`src/rtl/fetch_pc_unit_pkg.sv`:
```
// Shared types for the fetch PC unit: FSM encodings, default PC constants and
// the instruction/PC pair carried through the output buffer.
package fetch_pc_unit_pkg;

    typedef enum logic [1:0] {
        S_REQ  = 2'd0,
        S_WAIT = 2'd1,
        S_HOLD = 2'd2,
        S_HALT = 2'd3
    } fetch_state_e;

    localparam logic [31:0] RESET_PC_DEF = 32'h0000_0000;
    localparam logic [31:0] PC_STEP_DEF  = 32'd4;

    typedef struct packed {
        logic [31:0] instr;
        logic [31:0] pc;
    } fetch_word_t;

    function automatic logic is_word_aligned(input logic [31:0] addr);
        return addr[1:0] == 2'b00;
    endfunction

endpackage

```
`src/rtl/fetch_out_buf.sv`:
```
// Single-entry valid/ready holding register between fetch and decode.
module fetch_out_buf
    import fetch_pc_unit_pkg::*;
(
    input  logic        clk,
    input  logic        rst,
    input  logic        clear,
    input  logic        load,
    input  fetch_word_t data,
    input  logic        ready,
    output logic        valid,
    output fetch_word_t word
);

    // Clear beats load so a word fetched alongside a redirect never reaches decode.
    always_ff @(posedge clk) begin
        if (rst) begin
            valid <= 1'b0;
            word  <= '0;
        end else if (clear) begin
            valid <= 1'b0;
        end else if (load) begin
            valid <= 1'b1;
            word  <= data;
        end else if (valid && ready) begin
            valid <= 1'b0;
        end
    end

endmodule

```
`src/rtl/fetch_pc_unit.sv`:
```
// Architectural PC owner: issues one fetch at a time, forwards words to decode,
// and applies branch redirects with flush and stale-response dropping.
module fetch_pc_unit
    import fetch_pc_unit_pkg::*;
#(
    parameter logic [31:0] RESET_PC = RESET_PC_DEF,
    parameter logic [31:0] PC_STEP  = PC_STEP_DEF
) (
    input  logic        clk,
    input  logic        rst,
    input  logic        b_valid,
    input  logic        b_taken,
    input  logic [31:0] b_pc,
    output logic        imem_req_valid,
    output logic [31:0] imem_req_addr,
    input  logic        imem_req_ready,
    input  logic        imem_resp_valid,
    input  logic [31:0] imem_resp_data,
    output logic        if_valid,
    output logic [31:0] if_instr,
    output logic [31:0] if_pc,
    input  logic        if_ready,
    output logic        flush,
    output logic        misaligned,
    output logic [31:0] misaligned_pc
);

    fetch_state_e state, state_n;
    logic [31:0]  pc, pc_n, req_pc, req_pc_n, mis_pc_n;
    logic [1:0]   stale, stale_n;
    logic [2:0]   stale_sum;
    fetch_word_t  pend, pend_n, buf_data, out_word;
    logic         flush_n, mis_n, buf_clear, buf_load;
    logic         redirect, accept, resp_used;

    assign imem_req_valid = (state == S_REQ) && !rst;
    assign imem_req_addr  = pc;

    always_comb begin
        state_n   = state;
        pc_n      = pc;
        req_pc_n  = req_pc;
        stale_n   = stale;
        pend_n    = pend;
        flush_n   = 1'b0;
        mis_n     = misaligned;
        mis_pc_n  = misaligned_pc;
        buf_clear = 1'b0;
        buf_load  = 1'b0;
        buf_data  = pend;
        redirect  = b_valid && b_taken && (state != S_HALT);
        accept    = (state == S_REQ) && imem_req_ready;
        resp_used = imem_resp_valid && ((stale != 2'd0) || (state == S_WAIT));
        // Requests still owed a response after this cycle all become stale on redirect.
        stale_sum = {1'b0, stale} + {2'b0, state == S_WAIT} + {2'b0, accept}
                    - {2'b0, resp_used};

        if (redirect && !is_word_aligned(b_pc)) begin
            mis_n     = 1'b1;
            mis_pc_n  = b_pc;
            flush_n   = 1'b1;
            buf_clear = 1'b1;
            state_n   = S_HALT;
        end else if (redirect) begin
            flush_n   = 1'b1;
            pc_n      = b_pc;
            buf_clear = 1'b1;
            state_n   = S_REQ;
            stale_n   = stale_sum[2] ? 2'd3 : stale_sum[1:0];
        end else begin
            if (stale != 2'd0 && imem_resp_valid)
                stale_n = stale - 2'd1;
            case (state)
                S_REQ: begin
                    if (accept) begin
                        req_pc_n = pc;
                        pc_n     = pc + PC_STEP;
                        state_n  = S_WAIT;
                    end
                end
                S_WAIT: begin
                    if (imem_resp_valid && stale == 2'd0) begin
                        if (!if_valid || if_ready) begin
                            buf_load = 1'b1;
                            buf_data = '{instr: imem_resp_data, pc: req_pc};
                            state_n  = S_REQ;
                        end else begin
                            pend_n  = '{instr: imem_resp_data, pc: req_pc};
                            state_n = S_HOLD;
                        end
                    end
                end
                S_HOLD: begin
                    if (if_ready) begin
                        buf_load = 1'b1;
                        state_n  = S_REQ;
                    end
                end
                default: ;
            endcase
        end
    end

    always_ff @(posedge clk) begin
        if (rst) begin
            state         <= S_REQ;
            pc            <= RESET_PC;
            req_pc        <= RESET_PC;
            stale         <= 2'd0;
            pend          <= '0;
            flush         <= 1'b0;
            misaligned    <= 1'b0;
            misaligned_pc <= '0;
        end else begin
            state         <= state_n;
            pc            <= pc_n;
            req_pc        <= req_pc_n;
            stale         <= stale_n;
            pend          <= pend_n;
            flush         <= flush_n;
            misaligned    <= mis_n;
            misaligned_pc <= mis_pc_n;
        end
    end

    fetch_out_buf u_out_buf (
        .clk   (clk),
        .rst   (rst),
        .clear (buf_clear),
        .load  (buf_load),
        .data  (buf_data),
        .ready (if_ready),
        .valid (if_valid),
        .word  (out_word)
    );

    assign if_instr = out_word.instr;
    assign if_pc    = out_word.pc;

endmodule
```
`config.mk`:
```
export PLATFORM = sky130hd
export DESIGN_NAME = fetch_pc_unit
export DESIGN_NICKNAME = d
export VERILOG_FILES = /design/src/rtl/fetch_pc_unit_pkg.sv /design/src/rtl/fetch_out_buf.sv /design/src/rtl/fetch_pc_unit.sv
export SDC_FILE = /design/constraint.sdc
export NUM_CORES = 1
export LEC_CHECK = 0
export CAP_MARGIN = 20
export CELL_PAD_IN_SITES_DETAIL_PLACEMENT = 0
export CELL_PAD_IN_SITES_GLOBAL_PLACEMENT = 1
export CORE_MARGIN = 2
export CORE_UTILIZATION = 39
export CTS_BUF_LIST = sky130_fd_sc_hd__clkbuf_8
export CTS_CLUSTER_DIAMETER = 200
export DETAILED_ROUTE_END_ITERATION = 12
export PLACE_DENSITY = 0.84
export SYNTH_ARGS = -nofsm -noshare
export SYNTH_HDL_FRONTEND = slang
export SYNTH_SLANG_ARGS = --single-unit
```
`constraint.sdc`:
```
create_clock -name clk -period 3 [get_ports clk]
set_input_delay 0.6 -clock clk [delete_from_list [all_inputs] [get_ports clk]]
set_output_delay 0.6 -clock clk [all_outputs]
set_load 0.01 [all_outputs]
```
==> results.json, run 1 <==
{
  "status": "complete, no violations",
  "core_area_mm2": 0.02418,
  "p_comb_share_pct": 22.4,
  "power.density_mw_per_mm2": 638.9,
  "finalHoldViolations": 0,
  "final.period_utilization_pct": 90.59,
  "final_common_cell": "nand2_1",
  "diodes": 0,
  "numCtsBuffers": 40,
  "p_sw_share_pct": 29.15,
  "worst_ir_drop_vdd_mv": 0.4573,
  "max_slew_margin_pct": 49.04,
  "cts_setup_buffers": 0,
  "synth_edf_count": 0,
  "antenna_found_initial": 0,
  "max_freq_ghz": 0.3680,
  "leakage_nw": 4.217,
  "root_buffer": "clkbuf_8",
  "tightest_slew_ns": 0.7645,
  "yosys_warnings": 0,
  "rsz0062_at_grt": "no",
  "portBuffers": 202,
  "drc_errors": 0,
  "die_h_um": 160.4,
  "final_cell_mix": "nand2_1, dfxtp_1, clkdlybuf4s50_1",
  "syn-num-nets": 1225,
  "worstPathCellList": "inv_1 > ha_1 > o21a_1 > ha_1 > inv_1 > fa_1 > fa_1 > nor4_1 > a21oi_1 > o221a_2",
  "crit_buf_inv": 2,
  "vias": 8617,
  "crit_path_max_fanout": 5,
  "syn-cell-area_mm2": 0.009543,
  "final_max_slew_viol_count": 0,
  "grt_pass1_wl_um": 43060,
  "die_area_mm2": 0.02574,
  "drive_above_1_share_pct": 7.321,
  "drt_iter0_markers": 709,
  "setup_viol_count_final": 0,
  "cp_top_family": "adder cells",
  "whs_path_depth": 2,
  "cts_max_path_buffers": 3,
  "finalCriticalPeriod_ns": 2.718,
  "dp_hpwl_um": 17270,
  "synth_seq_cells": 231,
  "power.switching_mw": 2.385,
  "cp-start-kind": "flop",
  "grt_overflow": 0,
  "syn_inst": 1145,
  "worst_ep_required_time_ns": 3.40,
  "slowest_delay_ns": 0.46,
  "die_w_um": 160.4,
  "ys_seq_area_share_pct": 48.46,
  "cpMaxStageDelayCell": "fa_1",
  "final_core_util_pct": 52.96,
  "clkSinkCount": 231,
  "p_int_mw": 5.796,
  "pwr-share-seq_pct": 42.4,
  "grt_use_total_pct": 20.27,
  "ys.flop_type": "dfxtp_1",
  "via_per_inst": 5.099,
  "hold_class": "flop to flop",
  "criticalPathCategory": "flop to flop",
  "first_pass_iters": 5,
  "yosysUniqueCellTypes": 55,
  "row_count": 57,
  "initial_core_util_pct": 39.47,
  "grt_pass1_vias": 8089,
  "post_cts_resized": 0,
  "grt_max_degree": 165,
  "gp_congestion": 0.8366,
  "power.total_mw": 8.181,
  "fin_worst_skew_ns": 0.03970,
  "pwr-share-clk_pct": 35.2,
  "clk_latency_ns": 0.55,
  "cts-hold-fix-buffers": 0,
  "ant_nets": 0,
  "cap_viol_max_count": 0,
  "cts_tree": "built",
  "routed_wl_um": 26560,
  "cp-end-kind": "flop",
  "postSynthAreaPerCell_um2": 8.334,
  "crit_cells": 10,
  "num-nets-final": 1414,
  "r2r_cells": 10,
  "syn_to_final_growth_pct": 34.17,
  "wl_per_cell_um": 15.72,
  "postSynth.asyncResetShare_pct": 0,
  "cts.clk_slew.worst_paths_ns": 0.06,
  "htreeDepth": 2,
  "ios": 203,
  "arrival_ns": 3.12,
  "fillers": 2284
}
-- Yosys cell counts, drive strengths merged (2+ instances only) --
library cell | count | area [µm²]
nand2 | 281 | 1055
dfxtp | 231 | 4624
a21oi | 140 | 700.7
nor2 | 100 | 375.4
mux2i | 76 | 760.7
a211oi | 69 | 518.0
clkbuf | 68 | 255.2
nand3 | 18 | 95.09
buf | 16 | 101.3
inv | 13 | 48.79
and3 | 11 | 68.82
nor4 | 11 | 90.08
o21ai | 11 | 55.05
a22oi | 10 | 75.07
o22ai | 10 | 62.56
nand4 | 9 | 56.30
a31oi | 7 | 43.79
ha | 7 | 87.58
nor3 | 7 | 40.04
a311oi | 6 | 52.55
a221oi | 4 | 35.03
nor2b | 4 | 25.02
a2111oi | 2 | 17.52
a41o | 2 | 20.02
a41oi | 2 | 17.52
and2 | 2 | 12.51
and4 | 2 | 17.52
fa | 2 | 40.04
nand2b | 2 | 12.51
o211ai | 2 | 15.01
or2 | 2 | 12.51
or4 | 2 | 15.01
-- area by class of cell --
cell class	count	area, µm²	share of cell area [%]
Sequential cell	231	4624	36.12
Multi-Input combinational cell	817	4536	35.42
Timing Repair Buffer	231	2366	18.48
Clock buffer	51	701.9	5.482
Tap cell	324	405.4	3.166
Clock inverter	23	121.4	0.9479
Inverter	13	48.80	0.3811
-- power groups by stage --
stage	sequential, mW	combinational (mW)	clock [mW]
3_3_place_gp	3.52	1.84	0
3_5_place_dp	3.53	1.85	0
2_1_floorplan	3.60	0.903	0
5_1_grt	3.50	2.01	3.11
6_report	3.47	1.83	2.88
4_1_cts	3.47	1.85	2.96
-- worst reg2reg max path, cell delays in order (launching register included) --
cell and delay [ns]:
dfxtp_1 0.38, inv_1 0.08, ha_1 0.25, o21a_1 0.19, ha_1 0.27, inv_1 0.04
fa_1 0.37, fa_1 0.47, nor4_1 0.25, a21oi_1 0.07, o221a_2 0.24
-- sequential cells by signal, indices dropped and copies added, names as in the netlist --
register         cells
flush                1
imem_req_addr       32
misaligned           1
misaligned_pc       32
pend                64
req_pc              32
stale                2
state                2
u_out_buf.valid      1
u_out_buf.word      64
-- per-stage QoR --
stage | area [µm²] | cells | TNS [ns] | hold WS [ns] | worst slack, ns
global placement | 11980 | 1616 | -0.05479 | 0.4406 | -0.05479
detailed placement | 11980 | 1616 | -0.1210 | 0.4456 | -0.1021
global route | 12800 | 1690 | 0 | 0.4675 | 0.1740
finish | 12800 | 1690 | 0 | 0.4481 | 0.2823
CTS | 12800 | 1690 | 0 | 0.4532 | 0.2653
floorplan | 9543 | 1145 | 0 | 0.4357 | 0.2062
-- path summary, 6_finish.rpt --
| check | startpoint | slack, ns | endpoint |
|---|---|---|---|
| max | state[1] | 0.28 | stale[1] |
| max reg2reg | state[1] | 0.28 | stale[1] |
| min | req_pc[22] | 0.45 | pend[22] |
| min reg2reg | req_pc[22] | 0.45 | pend[22] |
-- cells by family after synthesis --
logic type	after synthesis	share of synthesized area [%]
compound gates	276	17.92
fa+ha+maj	9	1.337
xor+xnor	1	0.09180
buf+inv	97	4.248
simple gates	455	19.97
mux	76	7.972
flops	231	48.46
-- routing by layer --
layer,share of wire [%],track usage (%),up-vias
met4,2.1,5.856,0
li1,-,-,4378
met5,0,0,-
met2,44,30.82,274
met3,7.2,5.269,41
met1,47,28.38,3924
(Power assumes the default switching activity.)
==> run 2, diff against run 1 <==
- CORE_UTILIZATION: 39 -> 35
- PLACE_DENSITY: 0.84 -> 0.8
- clock period: 3 -> 2.5 ns (I/O delays scaled with it)
==> run 2 against run 1 <==
  * Clock power up 18%
  * Highest routed layer unchanged
  * Critical path type unchanged
  * The run now ends with negative setup slack left
  * Largest power group unchanged
  * Maximum frequency up 8.3%
  * Sequential cell count unchanged
==> results.json, run 2 (synthesis gave the netlist of run 1 again) <==
{
  "status": "finished with violations",
  "violations": "negative setup slack",
  "setup_viol_count_final": 1,
  "reg_top3": "pend: 64 flops, u_out_buf.word: 64 flops",
  "cts_max_path_buffers": 3,
  "setup_ws_ns": -0.009050,
  "place_inst": 1660,
  "die_h_um": 169.1,
  "ant_nets": 0,
  "arrival_ns": 2.95,
  "diodes": 0,
  "power.density_mw_per_mm2": 760.5,
  "fin_cells": 1731,
  "portBuffers": 202,
  "whs_path_depth": 2,
  "gp_congestion": 0.8399,
  "rsz0062_at_grt": "yes",
  "cp-end-kind": "flop",
  "leakage_nw": 4.340,
  "max_slew_margin_pct": 46.99,
  "cap_viol_max_count": 0,
  "grt_overflow": 0,
  "cts_tree": "built",
  "worstPathCellList": "inv_2 > ha_4 > inv_2 > o21a_1 > ha_4 > inv_2 > fa_2 > fa_2 > nor4_4 > a21oi_1 > o221a_2",
  "finalHoldViolations": 0,
  "ios": 203,
  "hold_start": "rst",
  "max_freq_ghz": 0.3986,
  "cp-start-kind": "flop",
  "cts.clk_slew.worst_paths_ns": 0.06,
  "reg2reg_to": "stale[1]",
  "wl_per_cell_um": 16.11,
  "drt_iter0_markers": 612,
  "dp_slack_ns": -0.4830,
  "criticalPathCategory": "flop to flop",
  "dp_hpwl_um": 18430,
  "antenna_found_initial": 0,
  "grt_max_degree": 172,
  "grt_use_total_pct": 18.92,
  "core_area_mm2": 0.02688,
  "finalCriticalPeriod_ns": 2.509,
  "die_w_um": 169.1,
  "clkSinkCount": 231,
  "num-nets-final": 1444,
  "crit_top_cell": "inv_2",
  "r2r_setup_slack_ns": -0.009,
  "numCtsBuffers": 42,
  "r2r_cells": 11,
  "grt_pass1_vias": 8196,
  "tightest_slew_ns": 0.7951,
  "grt_pass1_wl_um": 44220,
  "die_area_mm2": 0.02860,
  "row_count": 60,
  "fillers": 2668,
  "hold_class": "primary input to flop",
  "crit_path_max_fanout": 2,
  "worst_ir_drop_vdd_mv": 0.3892,
  "final_max_slew_viol_count": 0,
  "drc_errors": 0,
  "root_buffer": "clkbuf_8",
  "final_core_util_pct": 48.86,
  "initial_core_util_pct": 35.51,
  "final_cell_mix": "nand2_1, dfxtp_1, clkdlybuf4s50_1",
  "vias": 8817,
  "cp_top_family": "adder cells",
  "first_pass_iters": 5,
  "slowest_delay_ns": 0.49,
  "cpMaxStageDelayCell": "fa_2",
  "crit_buf_inv": 3,
  "final_common_cell": "nand2_1",
  "r2r-start": "stale[1]",
  "htreeDepth": 2,
  "worst_hold_path.endpoint": "misaligned",
  "final.period_utilization_pct": 100.4,
  "clk_latency_ns": 0.55,
  "via_per_inst": 5.094,
  "drive_above_1_share_pct": 10.50,
  "worst_ep_required_time_ns": 2.94,
  "syn_to_final_growth_pct": 37.62,
  "routed_wl_um": 27880,
  "fin_worst_skew_ns": 0.02842
}
[run 2: final cells by class]
type                    instances  area (µm²)  share of cell area, %
well taps                     341       426.7                  3.249
flip-flops and latches        231        4627                  35.23
multi-input cells             817        4608                  35.09
repair buffers                259        2626                  20.00
clock inverters                18       77.57                 0.5907
clock buffers                  52       715.7                  5.450
inverters                      13       51.30                 0.3906
[run 2: worst max path at each step]
stage	from	end	cells past startpoint
after detailed placement	imem_req_ready	stale[1]	10
after global routing	stale[1]	stale[1]	11
after global placement	imem_req_ready	stale[1]	10
after floorplan	state[1]	stale[1]	13
after CTS	state[1]	stale[1]	10
final	stale[1]	stale[1]	11
[run 2: routing by layer]
| layer | share of wire [%] | wire length, µm | GRT usage, % |
|---|---|---|---|
| met5 | 0 | 0 | 0 |
| met4 | 3.2 | 884 | 7.321 |
| met3 | 8.3 | 2307 | 5.962 |
| met2 | 43 | 11970 | 28.15 |
| met1 | 46 | 12720 | 25.58 |
[run 2: per-stage QoR]
stage / power [mW] / instance area (µm²) / hold slack [ns] / setup TNS [ns]
global route: 10.51 / 13130 / 0.2710 / -0.1063
floorplan: 5.465 / 9592 / 0.4357 / -0.1525
detailed placement: 6.635 / 12290 / 0.4456 / -0.8551
CTS: 10.10 / 13120 / 0.2382 / -0.02873
global placement: 6.607 / 12290 / 0.4406 / -0.7973
finish: 9.987 / 13130 / 0.2606 / -0.009050
[run 2: timing repair]
action | in CTS | in global routing
setup buffers | 1 | 0
setup endpoints to repair | 1 | 2
hold buffers | 0 | 0
gates resized for setup | 8 | 2
pin swaps | 4 | 2
[run 2: power breakdown]
| group | switching (mW) | internal (mW) | total, mW |
|---|---|---|---|
| Sequential | 0.198 | 3.96 | 4.16 |
| Combinational | 1.22 | 1.20 | 2.42 |
| Clock | 1.55 | 1.86 | 3.40 |
==> variant: new RTL, config.mk and constraints of run 2 <==
Reset style: asynchronous (`rst`), changed in 2 clocked blocks.
--- a/src/rtl/fetch_out_buf.sv
+++ b/src/rtl/fetch_out_buf.sv
@@ -15,3 +15,3 @@
     // Clear beats load so a word fetched alongside a redirect never reaches decode.
-    always_ff @(posedge clk) begin
+    always_ff @(posedge clk or posedge rst) begin
         if (rst) begin
--- a/src/rtl/fetch_pc_unit.sv
+++ b/src/rtl/fetch_pc_unit.sv
@@ -103,3 +103,3 @@
 
-    always_ff @(posedge clk) begin
+    always_ff @(posedge clk or posedge rst) begin
         if (rst) begin
Function: differs if rst is asserted again (counterexample within 4 cycles, from zero or initial values and one cycle with rst high); with rst held inactive, the same outputs for 4 cycles.
==> variant against run 2 <==
- sequential cell count is the same
- routed wire length grew 1.2%
- cell area grew 9.8%
- synthesized area grew 9.7%
- setup slack gained 0.052 ns
- sequential share of layout area grew 4.9 points
Power is not compared: it rests on default switching activity, and its combinational part moved more than twofold at a synthesized area within 25%.
==> variant: results (changes against run 2) <==
{| class="wikitable"
! Metric !! Value
|-
| Outcome || completed
|-
| Fraction of the mapped netlist area in compound gates || 4.96% (-13 points)
|-
| Metal2 WL || 12.4 mm (+3.6%)
|-
| Cells after synthesis || 914 (-20%)
|-
| Worst R2R Start || stale[1]
|-
| Hold Crit Class || primary input to async pin
|-
| Overall Power || around 0.015 W
|-
| Global routing met3 resource utilization || 4.94% (-1.0 points)
|-
| Maximum number of pins on one net before global-route repair || 82 (-52%)
|-
| Worst slack, placed || -0.406 ns (+0.0772 ns)
|-
| Average wire length per cell after detail routing || 17.5 um (+8.9%)
|-
| Post-synthesis adder-cell area fraction || 1.22% (-0.12 points)
|-
| Met3 wire len || 2.14 mm (-7.2%)
|-
| Setup Skew || 0.0159 ns (-0.0125 ns)
|-
| Most used flip-flop cell after synthesis || sky130_fd_sc_hd__dfrtp_1
|-
| Routability-driven placement congestion ratio || 0.849 (+1.1%)
|-
| CP peak stage delay || 0.46 ns (-0.03 ns)
|-
| Clock tree buffer depth || 3 (unchanged)
|-
| Syn_nets || 994 (-19%)
|-
| Crit. Startpoint || stale[1]
|-
| Xor/xnor share of the synthesized area || 0.251% (+0.16 points)
|-
| Post-detail-place hpwl || 19.9 mm (+8.2%)
|-
| Vias per Instance || 4.97 (-2.4%)
|-
| Number of global-route vias before repair || 8139 (-0.70%)
|-
| VDD IR max || about 0.45 mV
|-
| Share of post-route cells with drive strength above 1 || 28.7% (+18 points)
|-
| Number of distinct standard cells referenced by the synthesized netlist || 65 (+18%)
|-
| Standard cell with the maximum stage delay on the critical path || sky130_fd_sc_hd__fa_1
|-
| Filler cells || 2705 (+1.4%)
|-
| Share of async-settable or async-resettable flops after synthesis || 100% (+100 points)
|-
| Final Net Count || 1265 (-12%)
|-
| Skew-Pair Late Insertion Delay || 0.53 ns (-0.02 ns)
|-
| Worst hold margin || 0.337 ns (+0.0762 ns)
|-
| Setup slack, reg-to-reg || 0.04 ns (+0.05 ns)
|-
| Placed inst area || 13400 um2 (+9.3%)
|-
| Overall fraction of global-route tracks in use || 18.2% (-0.75 points)
|-
| Number of placed instances, taps included || 1523 (-8.3%)
|-
| Reg-to-reg critical path endpoint || stale[1]
|-
| M1 WL || 12.9 mm (+1.7%)
|-
| Total Wirelength || 28.2 mm (+1.2%)
|-
| Relative slew margins || 69.7% (+23 points)
|-
| Global-route met1 utilization || 25.0% (-0.60 points)
|}
[variant: cell count changes in the layout (fill, tap and decap cells not counted), moves of 14 or more]
cell and delta:
sky130_fd_sc_hd__nor2_1 -72, sky130_fd_sc_hd__buf_4 +14, sky130_fd_sc_hd__a211oi_1 -65, sky130_fd_sc_hd__nand2_1 -53, sky130_fd_sc_hd__mux2i_1 -73, sky130_fd_sc_hd__mux2_2 +182
sky130_fd_sc_hd__dfrtp_1 +231, sky130_fd_sc_hd__a21oi_1 -120, sky130_fd_sc_hd__dfxtp_1 -229
[variant: area by class of cell]
cell class,instances,area share [%]
sequential,231,40.1
multi-input combinational,621,30.7
timing repair buffer,276,19.3
clock buffer,50,4.77
tap,390,3.39
clock inverter,27,1.31
inverter,13,0.399
[variant: repair_timing]
item	4_1_cts	5_1_grt
setup endpoints to repair	2	4
buffers inserted	6	2
endpoints found under the hold margin	0	0
pin swaps	11	8
gates resized for setup	13	2
